<file path="src/rtl/cpu_pkg.sv">
// Shared CPU constants: opcode encodings, flag bit positions, flag-class decode.
// Also used by the branch/PC logic.
package cpu_pkg;

  localparam int unsigned OPW = 4;

  localparam logic [OPW-1:0] OP_ADD    = 4'b0000;
  localparam logic [OPW-1:0] OP_SUB    = 4'b0001;
  localparam logic [OPW-1:0] OP_XOR    = 4'b0010;
  localparam logic [OPW-1:0] OP_RED    = 4'b0011;
  localparam logic [OPW-1:0] OP_SLL    = 4'b0100;
  localparam logic [OPW-1:0] OP_SRA    = 4'b0101;
  localparam logic [OPW-1:0] OP_ROR    = 4'b0110;
  localparam logic [OPW-1:0] OP_PADDSB = 4'b0111;
  localparam logic [OPW-1:0] OP_LW     = 4'b1000;
  localparam logic [OPW-1:0] OP_SW     = 4'b1001;
  localparam logic [OPW-1:0] OP_LLB    = 4'b1010;
  localparam logic [OPW-1:0] OP_LHB    = 4'b1011;
  localparam logic [OPW-1:0] OP_B      = 4'b1100;
  localparam logic [OPW-1:0] OP_BR     = 4'b1101;
  localparam logic [OPW-1:0] OP_PCS    = 4'b1110;
  localparam logic [OPW-1:0] OP_HLT    = 4'b1111;

  localparam int unsigned FLAG_N = 0;
  localparam int unsigned FLAG_Z = 1;
  localparam int unsigned FLAG_V = 2;

  typedef enum logic {
    ST_RUN,
    ST_HALTED
  } flag_state_t;

  function automatic logic writes_nzv(input logic [OPW-1:0] op);
    return (op == OP_ADD) || (op == OP_SUB);
  endfunction

  function automatic logic writes_z_only(input logic [OPW-1:0] op);
    return (op == OP_XOR) || (op == OP_SLL) || (op == OP_SRA) || (op == OP_ROR);
  endfunction

  function automatic logic is_hlt(input logic [OPW-1:0] op);
    return op == OP_HLT;
  endfunction

endpackage

</file>
<file path="src/rtl/flag_reg_if.sv">
// Execute-stage to flag-register bundle. master = execute/ALU side, slave = flag_reg.
// FLAG_BYPASS_EN adds the combinational flag_next signal.
interface flag_reg_if #(
  parameter int unsigned DW  = 16,
  parameter int unsigned OPW = 4
) ();
  logic [OPW-1:0] opcode;
  logic [DW-1:0]  alu_result;
  logic           alu_ovfl;
  logic           stall;
  logic [2:0]     flag;
  logic [2:0]     flag_valid;
  logic           halted;
`ifdef FLAG_BYPASS_EN
  logic [2:0]     flag_next;

  modport master (
    output opcode, alu_result, alu_ovfl, stall,
    input  flag, flag_valid, halted, flag_next
  );
  modport slave (
    input  opcode, alu_result, alu_ovfl, stall,
    output flag, flag_valid, halted, flag_next
  );
`else
  modport master (
    output opcode, alu_result, alu_ovfl, stall,
    input  flag, flag_valid, halted
  );
  modport slave (
    input  opcode, alu_result, alu_ovfl, stall,
    output flag, flag_valid, halted
  );
`endif
endinterface

</file>
<file path="src/rtl/flag_reg_next.sv">
// Combinational next-flag / next-valid computation for a retiring instruction.
module flag_next_logic
  import cpu_pkg::*;
#(
  parameter int unsigned DW  = 16,
  parameter int unsigned OPW = 4
) (
  input  logic [OPW-1:0] opcode,
  input  logic [DW-1:0]  alu_result,
  input  logic           alu_ovfl,
  input  logic           ret,
  input  logic [2:0]     flag_q,
  input  logic [2:0]     valid_q,
  output logic [2:0]     flag_d,
  output logic [2:0]     valid_d
);

  always_comb begin
    flag_d  = flag_q;
    valid_d = valid_q;
    if (ret) begin
      if (writes_nzv(opcode)) begin
        flag_d[FLAG_N] = alu_result[DW-1];
        flag_d[FLAG_Z] = (alu_result == '0);
        flag_d[FLAG_V] = alu_ovfl;
        valid_d        = '1;
      end else if (writes_z_only(opcode)) begin
        flag_d[FLAG_Z]  = (alu_result == '0);
        valid_d[FLAG_Z] = 1'b1;
      end
    end
  end

endmodule

</file>
<file path="src/rtl/flag_reg.sv">
// Architectural N/Z/V flag register with RUN/HALTED control.
// Optional macro FLAG_BYPASS_EN exposes the combinational flag_next output.
module flag_reg
  import cpu_pkg::*;
#(
  parameter int unsigned DW  = 16,
  parameter int unsigned OPW = 4
) (
  input  logic       clk,
  input  logic       rst,
  flag_reg_if.slave  bus
);

  flag_state_t state;
  logic [2:0]  flag_q, valid_q;
  logic [2:0]  flag_d, valid_d;
  logic        ret;

  assign ret = (state == ST_RUN) && !bus.stall;

  flag_next_logic #(
    .DW  (DW),
    .OPW (OPW)
  ) u_next (
    .opcode     (bus.opcode),
    .alu_result (bus.alu_result),
    .alu_ovfl   (bus.alu_ovfl),
    .ret        (ret),
    .flag_q     (flag_q),
    .valid_q    (valid_q),
    .flag_d     (flag_d),
    .valid_d    (valid_d)
  );

  always_ff @(posedge clk) begin
    if (rst) begin
      state   <= ST_RUN;
      flag_q  <= '0;
      valid_q <= '0;
    end else begin
      flag_q  <= flag_d;
      valid_q <= valid_d;
      case (state)
        ST_RUN:    if (ret && is_hlt(bus.opcode)) state <= ST_HALTED;
        ST_HALTED: state <= ST_HALTED;
        default:   state <= ST_RUN;
      endcase
    end
  end

  assign bus.flag       = flag_q;
  assign bus.flag_valid = valid_q;
  assign bus.halted     = (state == ST_HALTED);

`ifdef FLAG_BYPASS_EN
  // Not gated by rst: shows the value a retiring writer would produce.
  assign bus.flag_next = flag_d;
`endif

endmodule

</file>
<file path="src/flat_wrapper.sv">
// flat-port wrapper written by rule: the top's interface ports become plain ports
module flag_reg_flat import cpu_pkg::*;
#(
  parameter int unsigned DW  = 16,
  parameter int unsigned OPW = 4
)
  (clk, rst, bus_opcode, bus_alu_result, bus_alu_ovfl, bus_stall, bus_flag, bus_flag_valid, bus_halted);
  flag_reg_if #(.DW(DW), .OPW(OPW)) bus_i ();
  input  logic clk;
  input  logic rst;
  input wire logic [$bits(bus_i.opcode)-1:0] bus_opcode;
  input wire logic [$bits(bus_i.alu_result)-1:0] bus_alu_result;
  input wire logic [$bits(bus_i.alu_ovfl)-1:0] bus_alu_ovfl;
  input wire logic [$bits(bus_i.stall)-1:0] bus_stall;
  output wire logic [$bits(bus_i.flag)-1:0] bus_flag;
  output wire logic [$bits(bus_i.flag_valid)-1:0] bus_flag_valid;
  output wire logic [$bits(bus_i.halted)-1:0] bus_halted;
  assign bus_i.opcode = bus_opcode;
  assign bus_i.alu_result = bus_alu_result;
  assign bus_i.alu_ovfl = bus_alu_ovfl;
  assign bus_i.stall = bus_stall;
  assign bus_flag = bus_i.flag;
  assign bus_flag_valid = bus_i.flag_valid;
  assign bus_halted = bus_i.halted;
  flag_reg #(.DW(DW), .OPW(OPW)) u_core (.clk(clk), .rst(rst), .bus(bus_i));
endmodule
</file>
<file path="config.mk">
export PLATFORM = sky130hd
export DESIGN_NAME = flag_reg_flat
export DESIGN_NICKNAME = d
export VERILOG_FILES = /design/src/rtl/cpu_pkg.sv /design/src/rtl/flag_reg_if.sv /design/src/rtl/flag_reg_next.sv /design/src/rtl/flag_reg.sv /design/src/flat_wrapper.sv
export SDC_FILE = /design/constraint.sdc
export NUM_CORES = 1
export LEC_CHECK = 0
export CAP_MARGIN = 10
export CORE_MARGIN = 1.5
export CORE_UTILIZATION = 26
export DETAILED_ROUTE_END_ITERATION = 10
export PLACE_DENSITY = 0.79
export SLEW_MARGIN = 30
export SYNTH_ARGS = -nofsm -noshare
export SYNTH_HDL_FRONTEND = slang
export SYNTH_HIERARCHICAL = 1
export SYNTH_SLANG_ARGS = --single-unit
</file>
<file path="constraint.sdc">
create_clock -name clk -period 1.3 [get_ports clk]
set_input_delay 0.195 -clock clk [delete_from_list [all_inputs] [get_ports clk]]
set_output_delay 0.195 -clock clk [all_outputs]
set_load 0.03 [all_outputs]
</file>
==> key figures <==
Clocking
  • Worst-skew pair later-pin latency: 250 ps
  • Total of hold buffers inserted after clock tree synthesis: 0
  • Number of buffers created by CTS: 3
  • Number of H-tree branching levels: 1
  • CTS tree: built
  • Root Driver: clkbuf_4
  • Clock Sink Count: 7
  • Longest Clk Path Bufs: 2
  • Clk pin slew, worst setup/hold paths: 50 ps

Worst setup path
  • Cell family contributing the most delay on the critical path: simple AND/OR/NAND/NOR gates
  • Startpoint of the worst setup timing path: u_core/bus.halted
  • Worst-path maximum fanout: 4
  • Critical Path, Cell by Cell: nor2_4 > nor4b_4 > mux2_4 > and2b_2
  • Element type at the critical path end: flip-flop
  • Buffers and inverters on the worst path: 0
  • Critical register-to-register path endpoint: u_core/bus.flag[2]
  • Critical path type: reg2reg
  • Critical Path Sink: u_core/bus.flag[2]
  • Worst R2R Start: u_core/bus.halted
  • Required time of the worst setup path: 1440 ps
  • Worst path depth: 4
  • Number of cells on the worst reg-to-reg path: 4
  • Data arrival time of the critical path: 1500 ps
  • Peak per-stage delay on the critical path: 350 ps
  • Kind of launch point of the worst setup path: flip-flop
  • Cell with the largest stage delay on the worst path: dfxtp_4
  • Register-to-register setup slack: -50 ps

Power
  • Clock share of power: 35.5%
  • Leakage power: 0.344 nW
  • Combinational share of power: 24.7%
  • VDD IR-drop max: 0.404 mV
  • Pwr/cell area: 765 nW/um2
  • Switching pwr: 0.130 mW
  • Share of total power in sequential cells: 39.8%
  • Fraction of power spent switching nets: 23.1%
  • Internal Dissipation: 0.431 mW

Yosys
  • Leading area contributor after synthesis: dfxtp_1
  • Async set or reset register ratio after synthesis: 0%
  • Number of register bits inferred by synthesis: 7
  • Most common library cells after synthesis: dfxtp_1 (7), and2b_2 (6), nor4_1 (4)
  • Synthesized Nets: 57
  • Post-synthesis instance total: 33
  • Register area share after synthesis: 41.0%
  • Per-instance average area after synthesis: 10.4 um2
  • Area share of the leading cell type in the synthesized netlist: 41.0%
  • Leading register cell type out of synthesis: dfxtp_1
  • Syn Std Cell Area: 342 um2
  • Most repeated cell in the gate-level netlist after synthesis: dfxtp_1
  • EDFF count, synth: 0
  • Count of cell types in the netlist: 14
  • Synthesis Warnings: 6
  • Dominant cells by area after synthesis: dfxtp_1 (41%), and2b_2 (15%), nor4_1 (7.3%)

GRT
  • GR Util met1: 13.8%
  • Global route total overflow: 0
  • Met2 track demand over resource in global routing: 31.3%
  • Grt peak-use layer: met2
  • Largest net degree at the start of global routing: 9
  • Number of antenna violations at the first check in global routing: 0
  • Met3 layer usage reported by global route: 7.51%
  • Global router's overall resource usage: 16.3%
  • Vias in the first global route: 376
  • First-pass GRT wire length: 1520 um

Floorplanning
  • Boundary Pins: 31
  • Starting density of the core: 29.2%
  • Cell Rows: 12
  • Die Y: 39.2 um
  • DIE WIDTH: 39.2 um
  • Area enclosed by the die boundary: 1540 um2
  • Floorplan core area: 1170 um2

Placement
  • Number of placed instances, taps included: 81
  • Final weighted congestion in routability-driven placement: 0.569
  • Half-perimeter wire length of the detailed placement result: 763 um
  • Setup Slack @ Placement: -418 ps
  • Number of port buffers: 30

Flow run
  • Number of violations of the max-capacitance limit: 0

Drt
  • Wire length after detailed routing: 963 um
  • Routed vias: 388
  • Average detailed-routed wire length per instance: 11.1 um
  • Average via count per standard cell: 4.46
  • ANT nets after route: 0
  • Number of DRC markers in iteration 0: 3
  • First-pass iteration count of the detailed router: 3
  • DRC violations left: 0

Cells and area
  • Final Net Count: 98
  • Share of final-layout standard cells stronger than drive strength 1: 31.5%
  • Number of antenna cells inserted: 0
  • Layout area overhead: 114%
  • Area taken by multi-input logic gates: 209 um2
  • FF+latch area: 144 um2
  • Filler cell count in the final layout: 106
  • Non-filler cells in the finished layout: 87

Timing
  • Setup clock skew after layout: 5.82 ps
  • Share of the cycle needed by the critical path after routing: 104%
  • Highest achievable clock rate: 739 MHz
  • Final Hold Vio Count: 0
  • Fin crit period: 1350 ps
  • Setup-failing EPs final: 2
  • RSZ-0062 raised after global routing: yes
  • Slew at the pin closest to its max-slew limit: 327 ps
  • Max-slew headroom: 78.1%
  • Final Worst Setup Slack: -53.6 ps
  • Final Max Tran Viols: 0

Min path
  • Worst Min Path Start: bus_stall
  • Hold Path Class: in2reg

Outcome
  • Failing checks: negative setup slack
  • Status: finished with violations
stage by stage:
stage	TNS [ps]	hold slack, ps	total power, mW	instance area [um2]	utilization, %
after floorplan	-95.9	281	0.265	348	-
after global placement	-1310	551	0.364	696	59.4
after detailed placement	-1350	556	0.366	696	59.4
after CTS	-189	339	0.570	737	62.9
after global routing	-310	352	0.591	732	62.5
final	-105	350	0.560	732	62.5
placed cells by master (no fill, tap or decap), types with 2 or more instances in the layout:
cell	synthesis	final
and2b_2	6	6
buf_4	0	6
clkbuf_4	0	3
clkdlybuf4s50_1	0	19
dfxtp_1	7	6
dlygate4sd2_1	0	10
inv_1	2	2
mux2_4	0	2
nand2_1	2	2
nand3b_1	2	2
nor4_1	4	4
or2_2	2	2
worst min path at each step:
stage	endpoint	cells past startpoint
after floorplan	u_core/bus.halted	1
after global placement	u_core/bus.flag_valid[1]	2
after detailed placement	u_core/bus.flag_valid[1]	2
after CTS	u_core/bus.halted	2
after global routing	u_core/bus.halted	2
final	u_core/bus.halted	2
layer usage:
metal	share of wire (%)	routed length, um
met3	12	114
met4	1.5	14
met2	53	510
met1	34	324
met5	0	0
power by group through the flow:
stage / combinational, mW / sequential, mW / clock [mW]
global placement: 0.137 / 0.227 / 0
floorplan: 0.0259 / 0.240 / 0
global route: 0.148 / 0.223 / 0.220
finish: 0.139 / 0.223 / 0.199
CTS: 0.139 / 0.223 / 0.208
detailed placement: 0.139 / 0.227 / 0
timing repair:
action / 4_1_cts / 5_1_grt
buffers inserted: 2 / 0
endpoints found under the setup margin: 9 / 4
gates resized for setup: 15 / 1
pin swaps: 2 / 1
hold endpoints to repair: 0 / 0
cell type report:
type | count | share of cell area, %
Sequential cell | 7 | 19.7
Timing Repair Buffer | 36 | 44.8
Clock buffer | 4 | 3.59
Multi-Input combinational cell | 24 | 28.5
Tap cell | 14 | 2.39
Inverter | 2 | 1.03
logic make-up (layout without fill, tap and decap cells):
| group | Yosys count | count (layout) | synth area share, % |
|---|---|---|---|
| AOI/OAI and AO/OA | 1 | 1 | 2.56 |
| buffers and inverters | 2 | 42 | 2.20 |
| DFF | 7 | 7 | 41.0 |
| muxes | 3 | 3 | 9.52 |
| and+or+nand+nor | 20 | 20 | 44.7 |
Power figures use the tool's default switching activity.
